==> src/rtl/reset_sequencer.sv <==
// Sequences reset release of NUM_DOMAINS clock domains after a stable PLL lock,
// with lock-loss re-assertion and a soft-reset handshake. RST_SEQ_TIMEOUT_EN adds PLL retry.
`timescale 1ns/1ps

module reset_sequencer #(
    parameter int NUM_DOMAINS  = 3,
    parameter int STAGE_DELAY  = 16,
    parameter int LOCK_STABLE  = 64,
    parameter int SOFT_HOLD    = 8,
    parameter int LOCK_TIMEOUT = 1024
) (
    input  logic                   clock,
    input  logic                   reset,
    input  logic                   pll_lock,
    input  logic                   sw_reset_req,
    output logic                   sw_reset_ack,
    output logic [NUM_DOMAINS-1:0] domain_reset_n,
    output logic                   seq_done,
    output logic                   pll_reset,
    output logic                   lock_timeout
);

    // state     | meaning
    // HOLD      | reset just released, all domains held
    // WAIT_LOCK | waiting for synchronized PLL lock
    // STABLE    | counting LOCK_STABLE consecutive locked cycles
    // RELEASE   | releasing domains one by one, STAGE_DELAY apart
    // RUN       | all domains released
    // SOFT      | soft reset, all domains held for SOFT_HOLD cycles
    typedef enum logic [2:0] {
        S_HOLD, S_WAIT_LOCK, S_STABLE, S_RELEASE, S_RUN, S_SOFT
    } state_t;

    localparam int CNT_MAX_A = (LOCK_STABLE > STAGE_DELAY) ? LOCK_STABLE : STAGE_DELAY;
    localparam int CNT_MAX   = (CNT_MAX_A > SOFT_HOLD) ? CNT_MAX_A : SOFT_HOLD;
    localparam int CNT_W     = $clog2(CNT_MAX + 1);
    localparam int IDX_W     = (NUM_DOMAINS > 1) ? $clog2(NUM_DOMAINS) : 1;
    localparam logic [NUM_DOMAINS-1:0] DOM_FIRST = NUM_DOMAINS'(1);

    if (NUM_DOMAINS < 1 || NUM_DOMAINS > 8 || STAGE_DELAY < 1 || LOCK_STABLE < 1 ||
        SOFT_HOLD < 1 || LOCK_TIMEOUT < 1) begin : g_param_check
        $error("reset_sequencer: illegal parameter value");
    end

    state_t                   state, state_n;
    logic [CNT_W-1:0]         cnt, cnt_n;
    logic [IDX_W-1:0]         idx, idx_n;
    logic [NUM_DOMAINS-1:0]   dom_n;
    logic                     done_n;
    logic                     ack_n;
    logic                     lock_meta, lock_s;

    always_ff @(posedge clock) begin
        if (reset) begin
            lock_meta <= 1'b0;
            lock_s    <= 1'b0;
        end else begin
            lock_meta <= pll_lock;
            lock_s    <= lock_meta;
        end
    end

    always_ff @(posedge clock) begin
        if (reset) begin
            state          <= S_HOLD;
            cnt            <= '0;
            idx            <= '0;
            domain_reset_n <= '0;
            seq_done       <= 1'b0;
            sw_reset_ack   <= 1'b0;
        end else begin
            state          <= state_n;
            cnt            <= cnt_n;
            idx            <= idx_n;
            domain_reset_n <= dom_n;
            seq_done       <= done_n;
            sw_reset_ack   <= ack_n;
        end
    end

    always_comb begin
        state_n = state;
        cnt_n   = cnt;
        idx_n   = idx;
        dom_n   = domain_reset_n;
        done_n  = seq_done;
        ack_n   = 1'b0;
        case (state)
            S_HOLD: begin
                state_n = S_WAIT_LOCK;
                cnt_n   = '0;
                dom_n   = '0;
                done_n  = 1'b0;
            end
            S_WAIT_LOCK: begin
                cnt_n  = '0;
                dom_n  = '0;
                done_n = 1'b0;
                if (lock_s) state_n = S_STABLE;
            end
            S_STABLE: begin
                if (!lock_s) begin
                    state_n = S_WAIT_LOCK;
                    cnt_n   = '0;
                    dom_n   = '0;
                    done_n  = 1'b0;
                end else if (cnt == CNT_W'(LOCK_STABLE - 1)) begin
                    cnt_n = '0;
                    idx_n = '0;
                    dom_n = DOM_FIRST;
                    if (NUM_DOMAINS == 1) begin
                        state_n = S_RUN;
                        done_n  = 1'b1;
                    end else begin
                        state_n = S_RELEASE;
                    end
                end else begin
                    cnt_n = cnt + CNT_W'(1);
                end
            end
            S_RELEASE: begin
                if (!lock_s) begin
                    state_n = S_WAIT_LOCK;
                    cnt_n   = '0;
                    dom_n   = '0;
                    done_n  = 1'b0;
                end else if (cnt == CNT_W'(STAGE_DELAY - 1)) begin
                    // domains are released strictly in order, so shifting in a one
                    // releases bit idx+1
                    cnt_n = '0;
                    idx_n = idx + IDX_W'(1);
                    dom_n = (domain_reset_n << 1) | DOM_FIRST;
                    if (idx == IDX_W'(NUM_DOMAINS - 2)) begin
                        state_n = S_RUN;
                        done_n  = 1'b1;
                    end
                end else begin
                    cnt_n = cnt + CNT_W'(1);
                end
            end
            S_RUN: begin
                if (!lock_s) begin
                    state_n = S_WAIT_LOCK;
                    cnt_n   = '0;
                    dom_n   = '0;
                    done_n  = 1'b0;
                end else if (sw_reset_req) begin
                    state_n = S_SOFT;
                    cnt_n   = '0;
                    dom_n   = '0;
                    done_n  = 1'b0;
                    ack_n   = 1'b1;
                end
            end
            S_SOFT: begin
                if (cnt == CNT_W'(SOFT_HOLD - 1)) begin
                    cnt_n   = '0;
                    state_n = lock_s ? S_STABLE : S_WAIT_LOCK;
                end else begin
                    cnt_n = cnt + CNT_W'(1);
                end
            end
            default: begin
                state_n = S_HOLD;
                cnt_n   = '0;
                dom_n   = '0;
                done_n  = 1'b0;
            end
        endcase
    end

`ifdef RST_SEQ_TIMEOUT_EN
    localparam int TCNT_W = $clog2(LOCK_TIMEOUT + 1);

    logic [TCNT_W-1:0] tcnt;
    logic [1:0]        pcnt;
    logic              timeout_hit;

    assign timeout_hit = (state == S_WAIT_LOCK) && (tcnt == TCNT_W'(LOCK_TIMEOUT - 1));

    // pll_reset stays high for the hit cycle plus three more
    always_ff @(posedge clock) begin
        if (reset) begin
            tcnt         <= '0;
            pcnt         <= '0;
            pll_reset    <= 1'b0;
            lock_timeout <= 1'b0;
        end else begin
            tcnt <= (state == S_WAIT_LOCK && !timeout_hit) ? tcnt + TCNT_W'(1) : '0;
            if (timeout_hit) begin
                pll_reset    <= 1'b1;
                pcnt         <= 2'd3;
                lock_timeout <= 1'b1;
            end else if (pcnt != 2'd0) begin
                pcnt <= pcnt - 2'd1;
            end else begin
                pll_reset <= 1'b0;
            end
        end
    end
`else
    assign pll_reset    = 1'b0;
    assign lock_timeout = 1'b0;
`endif

endmodule

==> config.mk <==
export PLATFORM = sky130hd
export DESIGN_NAME = reset_sequencer
export DESIGN_NICKNAME = d
export VERILOG_FILES = /design/src/rtl/reset_sequencer.sv
export SDC_FILE = /design/constraint.sdc
export NUM_CORES = 1
export LEC_CHECK = 0
export CAP_MARGIN = 20
export CORE_ASPECT_RATIO = 0.9
export CORE_MARGIN = 8
export CORE_UTILIZATION = 50
export CTS_CLUSTER_DIAMETER = 150
export DETAILED_ROUTE_END_ITERATION = 10
export GPL_TIMING_DRIVEN = 1
export PLACE_DENSITY = 0.74
export SYNTH_ARGS = -nofsm -noshare
export SYNTH_HDL_FRONTEND = slang
export SYNTH_SLANG_ARGS = --single-unit
==> constraint.sdc <==
create_clock -name clock -period 1.7 [get_ports clock]
set_input_delay 0.34 -clock clock [delete_from_list [all_inputs] [get_ports clock]]
set_output_delay 0.34 -clock clock [all_outputs]
set_load 0.01 [all_outputs]
==> results of run 1 <==
-- flip-flops by register name (all words and copies together) (netlist names) --
name	flops
cnt	7
lock_meta	1
sw_reset_ack	1
lock_s	1
seq_done	1
domain_reset_n	3
idx	2
state	3
-- cell families (layout without fill, tap and decap cells) --
kind of cell	after synthesis	count (layout)	synth area share [%]
flops	19	19	33.1
compound gates	38	38	26.0
mux	2	2	1.74
fa+ha+maj	2	2	2.18
buf+inv	18	43	8.38
other cells	1	2	0.326
simple gates	55	55	28.3
-- worst max-delay path by stage --
stage                                    from                        endpoint  slack, ps  depth (start not counted)
after floorplan           cnt[0]$_SDFFE_PP0P_           state[0]$_SDFFE_PP0P_         20                          7
after global placement    cnt[0]$_SDFFE_PP0P_  domain_reset_n[2]$_SDFFE_PP0P_        -80                          7
after detailed placement  cnt[0]$_SDFFE_PP0P_  domain_reset_n[2]$_SDFFE_PP0P_        -70                          7
after CTS                 cnt[1]$_SDFFE_PP0P_             cnt[1]$_SDFFE_PP0P_          9                          8
after global routing      cnt[1]$_SDFFE_PP0P_  domain_reset_n[2]$_SDFFE_PP0P_        -60                          7
final                     cnt[0]$_SDFFE_PP0P_  domain_reset_n[2]$_SDFFE_PP0P_         20                          7
-- layout make-up --
class                      count  share of cell area [%]
timing repair buffer          32                    18.3
clock inverter                 1                   0.499
tap                           27                    2.24
clock buffer                   3                    1.50
inverter                       7                    1.75
sequential                    19                    25.5
multi-input combinational     99                    50.2
-- cells in the final DEF (no fill, tap or decap), types with 2 or more instances in the layout --
master | netlist | final
sky130_fd_sc_hd__buf_4 | 4 | 20
sky130_fd_sc_hd__dfxtp_1 | 19 | 16
sky130_fd_sc_hd__nor2_1 | 13 | 13
sky130_fd_sc_hd__nand2_1 | 11 | 11
sky130_fd_sc_hd__clkdlybuf4s50_1 | 0 | 8
sky130_fd_sc_hd__inv_1 | 7 | 7
sky130_fd_sc_hd__nand3_1 | 6 | 6
sky130_fd_sc_hd__a21oi_1 | 7 | 6
sky130_fd_sc_hd__o21ai_0 | 6 | 6
sky130_fd_sc_hd__nor2b_1 | 5 | 5
sky130_fd_sc_hd__buf_6 | 1 | 4
sky130_fd_sc_hd__o21ai_1 | 3 | 3
sky130_fd_sc_hd__nand2b_1 | 3 | 3
sky130_fd_sc_hd__clkbuf_4 | 0 | 3
sky130_fd_sc_hd__dfxtp_2 | 0 | 3
sky130_fd_sc_hd__nand3b_1 | 2 | 2
sky130_fd_sc_hd__and3_1 | 2 | 2
sky130_fd_sc_hd__a31oi_1 | 2 | 2
sky130_fd_sc_hd__a22oi_2 | 0 | 2
sky130_fd_sc_hd__mux2i_1 | 2 | 2
sky130_fd_sc_hd__a221oi_1 | 2 | 2
sky130_fd_sc_hd__conb_1 | 1 | 2
-- what timing repair did --
| item | CTS | global route |
|---|---|---|
| resized for setup | 7 | 12 |
| pin swaps | 4 | 7 |
| endpoints found under the setup margin | 10 | 15 |
| buffers inserted | 0 | 4 |
-- critical path, cell delays in order (launching register included) --
cell and delay, ps:
sky130_fd_sc_hd__dfxtp_2 370, sky130_fd_sc_hd__ha_4 160, sky130_fd_sc_hd__nand4bb_4 140, sky130_fd_sc_hd__buf_4 170, sky130_fd_sc_hd__o31ai_4 230, sky130_fd_sc_hd__a32oi_4 170, sky130_fd_sc_hd__nor4b_2 270, sky130_fd_sc_hd__a31o_1 120
-- per-stage QoR --
step | instances | util, % | total power, mW
2_1_floorplan | 136 | - | 0.560
3_3_place_gp | 180 | 61.8 | 0.594
3_5_place_dp | 180 | 61.8 | 0.599
4_1_cts | 184 | 64.7 | 0.845
5_1_grt | 188 | 69.0 | 0.888
6_report | 188 | 69.0 | 0.850
-- where the power goes --
group | leakage, nW | switching, mW | internal [mW] | total (mW)
Combinational | 0.343 | 0.0786 | 0.0605 | 0.139
Sequential | 0.155 | 0.0142 | 0.455 | 0.469
Clock | 0.0139 | 0.152 | 0.0896 | 0.242
-- layer usage --
layer	wire [um]	part of all wire, %
met3	138	4.9
met1	1300	46
met4	23	0.81
met5	0	0
met2	1380	49
==> results.md, run 1 <==
Worst hold path:
- The type of the worst min-delay path is reg2reg.
- The worst min-delay path startpoint is lock_meta$_SDFF_PP0_.
- The worst hold path terminates at lock_s$_SDFF_PP0_.
- Counting instances, the worst hold path has a depth of 1.

Yosys:
- After synthesis the netlist holds a flip-flop and latch count of 19.
- In the post-synthesis netlist, the cell with the most instances is sky130_fd_sc_hd__dfxtp_1.
- The biggest area contributor in the post-synthesis netlist is sky130_fd_sc_hd__dfxtp_1.
- The fraction of post-synthesis cell area in the top cell type by area is 33.1%.
- Counting every instance in the synthesized netlist gives between 100 and 150.
- Of all flip-flops after synthesis, the portion carrying an async set or reset was 0%.
- The mean post-synth cell area is 8.52 um^2.
- By count the netlist is led by sky130_fd_sc_hd__dfxtp_1 (19), sky130_fd_sc_hd__nor2_1 (13), sky130_fd_sc_hd__nand2_1 (11).
- Summing the sequential cell areas from Yosys gives 33.1% of the chip area.
- The most frequently used flop master after synthesis is sky130_fd_sc_hd__dfxtp_1.
- After synthesis, the cell types taking the most area are sky130_fd_sc_hd__dfxtp_1 (33%), sky130_fd_sc_hd__nor2_1 (4.2%), sky130_fd_sc_hd__nand2_1 (3.6%).
- The unique cell type count in the Yosys netlist is 51.
- The number of warning messages in the yosys log is 0.
- The post-synthesis cell area is between 1000 and 1500 um^2.
- Yosys mapped a number of flops with a built-in enable equal to 0.

Global route:
- The number of global-route vias before repair is 1,067.
- The total overflow left after global routing is 0.
- Entering global routing, the biggest net connects 13 pins.
- The number of antenna violations at the first check in global routing is 0.
- For met3 alone, demand over resource in global routing was roughly 4%.
- The global-route wire length before repair is ~4.7 mm.
- The met1 capacity usage during global routing is approximately 17%.
- For this run, the total global-route usage over all layers was measured as between 10% and 20%.
- The global routing stage identified its most utilized layer as met2.
- The met2 track demand over resource is 24.1%.

Clock network:
- In this run the number of H-tree levels came out at 1.
- The total clock sinks is 19.
- The cell sitting at the root of the clock tree is a sky130_fd_sc_hd__clkbuf_4.
- The clock slew at the register clock pins of the worst setup and hold paths is 120 ps.
- Hold repair after CTS inserted 0 buffers.
- Counting the buffers created by CTS gives 3.
- The clock network latency to the later pin of the worst-skew pair is 300 ps.
- The clock passes through at most 2 buffers.
- The TritonCTS clock tree is yes.

Finish:
- The count of fill cells added during filler insertion is about 180.
- In the final layout, the multi-input gates occupy 756 um^2.
- The number of diodes added for antenna fixing is 0.
- The layout overhead on the synthesized area is 30.9%.
- With fillers left out, the area of the finished cells amounts to 1510 um^2.
- The share of cells above drive strength 1 is 31.1%.
- In the final layout, flip-flops and latches occupy 384 um^2.
- The total number of nets in the final design is 168.

Die:
- The die extent in x is 66.6 um.
- After floorplanning, the core was divided into 16 placement rows.
- The region available for standard cell placement spans 2180 um^2.
- Once the floorplan was initialized, standard cells occupied 52.7% of the core.
- During I/O placement, the number of pins put on the boundary was 11.
- The full die area is approximately 4100 um^2.
- The height of the die is 61.5 um.

STA:
- After layout, the worst setup slack is 19.5 ps.
- Between clock sinks in the finished design, the worst skew comes to 2.41 ps.
- Final hold analysis gives a worst-case slack of 463 ps.
- The fmax is 595 MHz.
- The sum of negative setup slack is 0 ps.
- The count of final setup violators is 0.
- The number of max-slew violations in the final report is 0.
- After layout, the worst path uses about 99% of the clock period.
- Setup repair after global routing could not meet its margin everywhere.
- The shortest period the worst path allows is about 1700 ps.
- The hold violation count in the final report is 0.

Placed design:
- In this run the tool buffered the top-level ports with 8 buffer cells.
- The half-perimeter wire length after placement is 2.08 mm.
- The standard cell area after detailed placement is 1350 um^2.
- The post-placement worst setup slack is -66.1 ps.
- The final weighted congestion in routability-driven placement is between 0.8 and 0.9.

Route:
- The number of optimization iterations in the first detailed-route pass is 6.
- After detailed routing, the total wire length is 2.84 mm.
- In the routed layout, each cell is associated on average with a via count of 5.90.
- Across all layers, the routed design uses 1,109 vias.
- In this run the remaining antenna-violating nets after routing total 0.
- The DRC violations left is 0.
- The per-cell routed wire length is 15.1 um.
- In this run, the number of DRC markers left after iteration 0 of detailed routing was 59.

Setup path:
- The path depth of the worst reg2reg path is 7.
- The worst setup path is of the reg2reg kind.
- For flop-to-flop paths, the worst setup slack is 20 ps.
- The critical path startpoint category is a register.
- The required time at the worst-slack endpoint is approximately 2000 ps.
- The critical register-to-register path endpoint is domain_reset_n[2]$_SDFFE_PP0P_.
- In this run the critical register-to-register path is launched from cnt[0]$_SDFFE_PP0P_.
- The worst setup path is captured at a register.
- Data arrives at the worst endpoint at 1940 ps.
- The maximum fanout along the worst path is 5.

Status:
- The flow ran to the end, and the final reports show no timing, DRC or antenna violations.

Power and ir drop:
- The power per cell area is 565 nW/um^2.
- The static power due to leakage is 0.512 nW.
- Across the VDD grid, the largest voltage drop is 0.598 mV.

Run:
- Max-cap violations in this run came to 0.
Power figures use the tool's default switching activity.
==> inputs of run 2 (changes only) <==
--- a/config.mk
+++ b/config.mk
@@ -8,11 +8,11 @@
 export CAP_MARGIN = 20
 export CORE_ASPECT_RATIO = 0.9
 export CORE_MARGIN = 8
-export CORE_UTILIZATION = 50
+export CORE_UTILIZATION = 60
 export CTS_CLUSTER_DIAMETER = 150
 export DETAILED_ROUTE_END_ITERATION = 10
 export GPL_TIMING_DRIVEN = 1
-export PLACE_DENSITY = 0.74
+export PLACE_DENSITY = 0.83
 export SYNTH_ARGS = -nofsm -noshare
 export SYNTH_HDL_FRONTEND = slang
 export SYNTH_SLANG_ARGS = --single-unit
==> constraint.sdc (replaced) <==
create_clock -name clock -period 2 [get_ports clock]
set_input_delay 0.4 -clock clock [delete_from_list [all_inputs] [get_ports clock]]
set_output_delay 0.4 -clock clock [all_outputs]
set_load 0.01 [all_outputs]
==> results.md, run 2 (synthesis results as in run 1) <==
Global route:
- The largest net degree at the start of global routing is 13.
- After global routing the overflow that remains totals 0.
- The first global-routing pass estimated 4.72 mm of wire.
- The number of global-route vias before repair came to 1,013.
- The number of antenna violations at the first check in global routing is 0.
- The overall track demand over capacity in global routing is 16.3%.

Route:
- The per-cell routed wire length is 17.0 um.
- The number of optimization iterations in the first detailed-route pass is 4.
- The total wire length is 2.93 mm.
- The number of DRC violations after detailed-routing iteration 0 is 55.
- The via count is approximately 1.1k.
- The DRC violations left is 0.
- The routed via count divided by cell count is 6.40.
- Once detail routing completed, the nets flagged for antenna violations numbered 0.

STA:
- Setup violations remaining at the end of the flow were counted as 0.
- The share of the clock period used by the worst path after layout is 96.0%.
- The number of max-slew violations in the final report is 0.
- The hold violation count in the final report is 0.
- The worst path needs 1920 ps of the cycle, external delays included.
- The worst clock skew is 7.14 ps.
- For this run, the top clock speed supported by timing is 521 MHz.

Placed design:
- The half-perimeter wire length after placement is 2.04 mm.
- The congestion estimate from routability-driven global placement came to 0.936.
- The instance count after placement with tap cells included is about 170.
- The number of port buffers is 8.
- After detailed placement, the total cell area comes to between 1000 and 1500 um^2.

Worst hold path:
- The type of the worst min-delay path is reg2reg.

Clock network:
- CTS saw 19 sinks.
- The number of hold-repair buffers added at the cts stage is 0.
- The maximum root-to-sink buffer count is 2.
- The clock slew at the register clock pins of the worst setup and hold paths is ~110 ps.
- The TritonCTS buffer count is 3.
- The later pin in the worst-skew pair is clocked with a latency of 310 ps.
- In this run the number of H-tree levels came out at 1.
- The TritonCTS clock tree is yes.
- The tree is rooted in a sky130_fd_sc_hd__clkbuf_4.

Status:
- The flow ran to the end, and the final reports show no timing, DRC or antenna violations.

Finish:
- The multi-input combinational cells in the finished layout cover a total of approximately 700 um^2.
- The count of placed standard cells in the final layout, fillers left out is 172.
- After routing the design area is about 1300 um^2.
- The share of cells above drive strength 1 is 18.4%.
- The total number of nets in the final design is 154.
- The largest registers in the layout are cnt: 7 flops, domain_reset_n: 3 flops, state: 3 flops.
- Measured on the finished design, the core utilization comes to 70.9%.
- The flip-flop count of the largest register, all copies and words added is 7.
- Relative to the synthesized area, the layout overhead comes to 14.6%.
- Leaving out fill and tap cells, the most frequent cell in the layout is sky130_fd_sc_hd__dfxtp_1.
- The number of diodes added for antenna fixing is 0.
- The filler cells instantiated in the layout total 151.
- The area of all sequential standard cells is 380 um^2.
- Counting flops per register, the top entry is cnt.
- The library cells used most frequently in the layout, excluding fill and tap cells, are sky130_fd_sc_hd__dfxtp_1 (19), sky130_fd_sc_hd__nor2_1 (13), sky130_fd_sc_hd__nand2_1 (11).

Setup path:
- STA classifies the critical path startpoint as a register.
- The stage delay of the slowest cell on the critical path is 390 ps.
- On the critical path, the stage with the largest delay is an instance of sky130_fd_sc_hd__dfxtp_1.
- The capturing element type of the critical path is a register.
- Among cell families on the critical path, the largest total delay comes from compound AO/OA/AOI/OAI gates.
- The class of the most critical setup path is reg2reg.
- The maximum fanout along the worst path is 6.
- The number of buffers and inverters on the critical path is 1.
- The required time at the worst-slack endpoint is 2200 ps.
- The critical path goes through ha_2 > nand4bb_4 > o311ai_4 > o221ai_4 > buf_4 > a211oi_2 > nor4_2.
- The critical path arrival is between 2000 and 2500 ps.

Power and ir drop:
- The relative contribution of combinational cells to total power is between 10% and 20%.
- The part of the total power dissipated in sequential elements is 56.1%.
- The worst IR drop on VDD is approximately 0.54 mV.
- The share of total power dissipated in the clock network is 28.4%.
- The internal power of the cells totals 505 uW.
- Summed over all cells, the static leakage comes to 0.434 nW.
- Power spread over the standard cell area amounts to approximately 530 nW/um^2.
- The net switching fraction of the power is 28.3%.
- The switching power summed over all nets is 199 uW.

Die:
- The floorplan has 15 rows.
- The full die area is 3580 um^2.
- The starting density of the core is 61.9%.
- The die extent in x is 62.1 um.
- The top-level port count is 11.
- The placeable core area is between 1500 and 2000 um^2.
- The height of the die is 57.5 um.

Run:
- The max-capacitance violation count is 0.
[run 2: power groups by stage]
stage	Sequential, mW	Clock, mW	Combinational, mW
after floorplan	0.401	0	0.0751
after global placement	0.403	0	0.0940
after detailed placement	0.403	0	0.0983
after CTS	0.394	0.206	0.0991
after global routing	0.397	0.228	0.117
final	0.395	0.200	0.109
[run 2: final timing paths]
path | from | to | slack, ps | cells after the start
worst max-delay path | cnt[0]$_SDFFE_PP0P_ | state[0]$_SDFFE_PP0P_ | 80 | 7
worst min-delay path | lock_meta$_SDFF_PP0_ | lock_s$_SDFF_PP0_ | 450 | 1
worst max register to register | cnt[0]$_SDFFE_PP0P_ | state[0]$_SDFFE_PP0P_ | 80 | 7
worst min register to register | lock_meta$_SDFF_PP0_ | lock_s$_SDFF_PP0_ | 450 | 1
[run 2: routing by layer]
| layer | up-vias | routed length, um | part of all wire, % | global-route usage (%) |
|---|---|---|---|---|
| li1 | 514 | - | - | - |
| met1 | 500 | 1220 | 42 | 18.6 |
| met2 | 72 | 1420 | 49 | 25.5 |
| met3 | 14 | 205 | 7.0 | 5.08 |
| met4 | 0 | 84 | 2.9 | 11.3 |
| met5 | - | 0 | 0 | 0 |
[run 2: cell type report]
| class | count | share of cell area, % |
|---|---|---|
| Inverter | 7 | 1.99 |
| Tap cell | 25 | 2.37 |
| Sequential cell | 19 | 28.9 |
| Multi-Input combinational cell | 99 | 53.0 |
| Timing Repair Buffer | 18 | 11.8 |
| Clock buffer | 4 | 1.99 |
[run 2: metrics by stage]
stage	setup TNS (ps)	worst slack, ps	total power, mW	hold WS, ps
final	0	80.0	0.705	451
after global routing	-7.23	-4.20	0.742	481
after CTS	0	47.3	0.699	455
after detailed placement	0	68.2	0.502	430
after global placement	0	123	0.497	420
after floorplan	0	321	0.476	414
[run 2: timing repair]
item	CTS	global route
gates resized for setup	0	3
endpoints found under the setup margin	0	5
buffers inserted	0	0
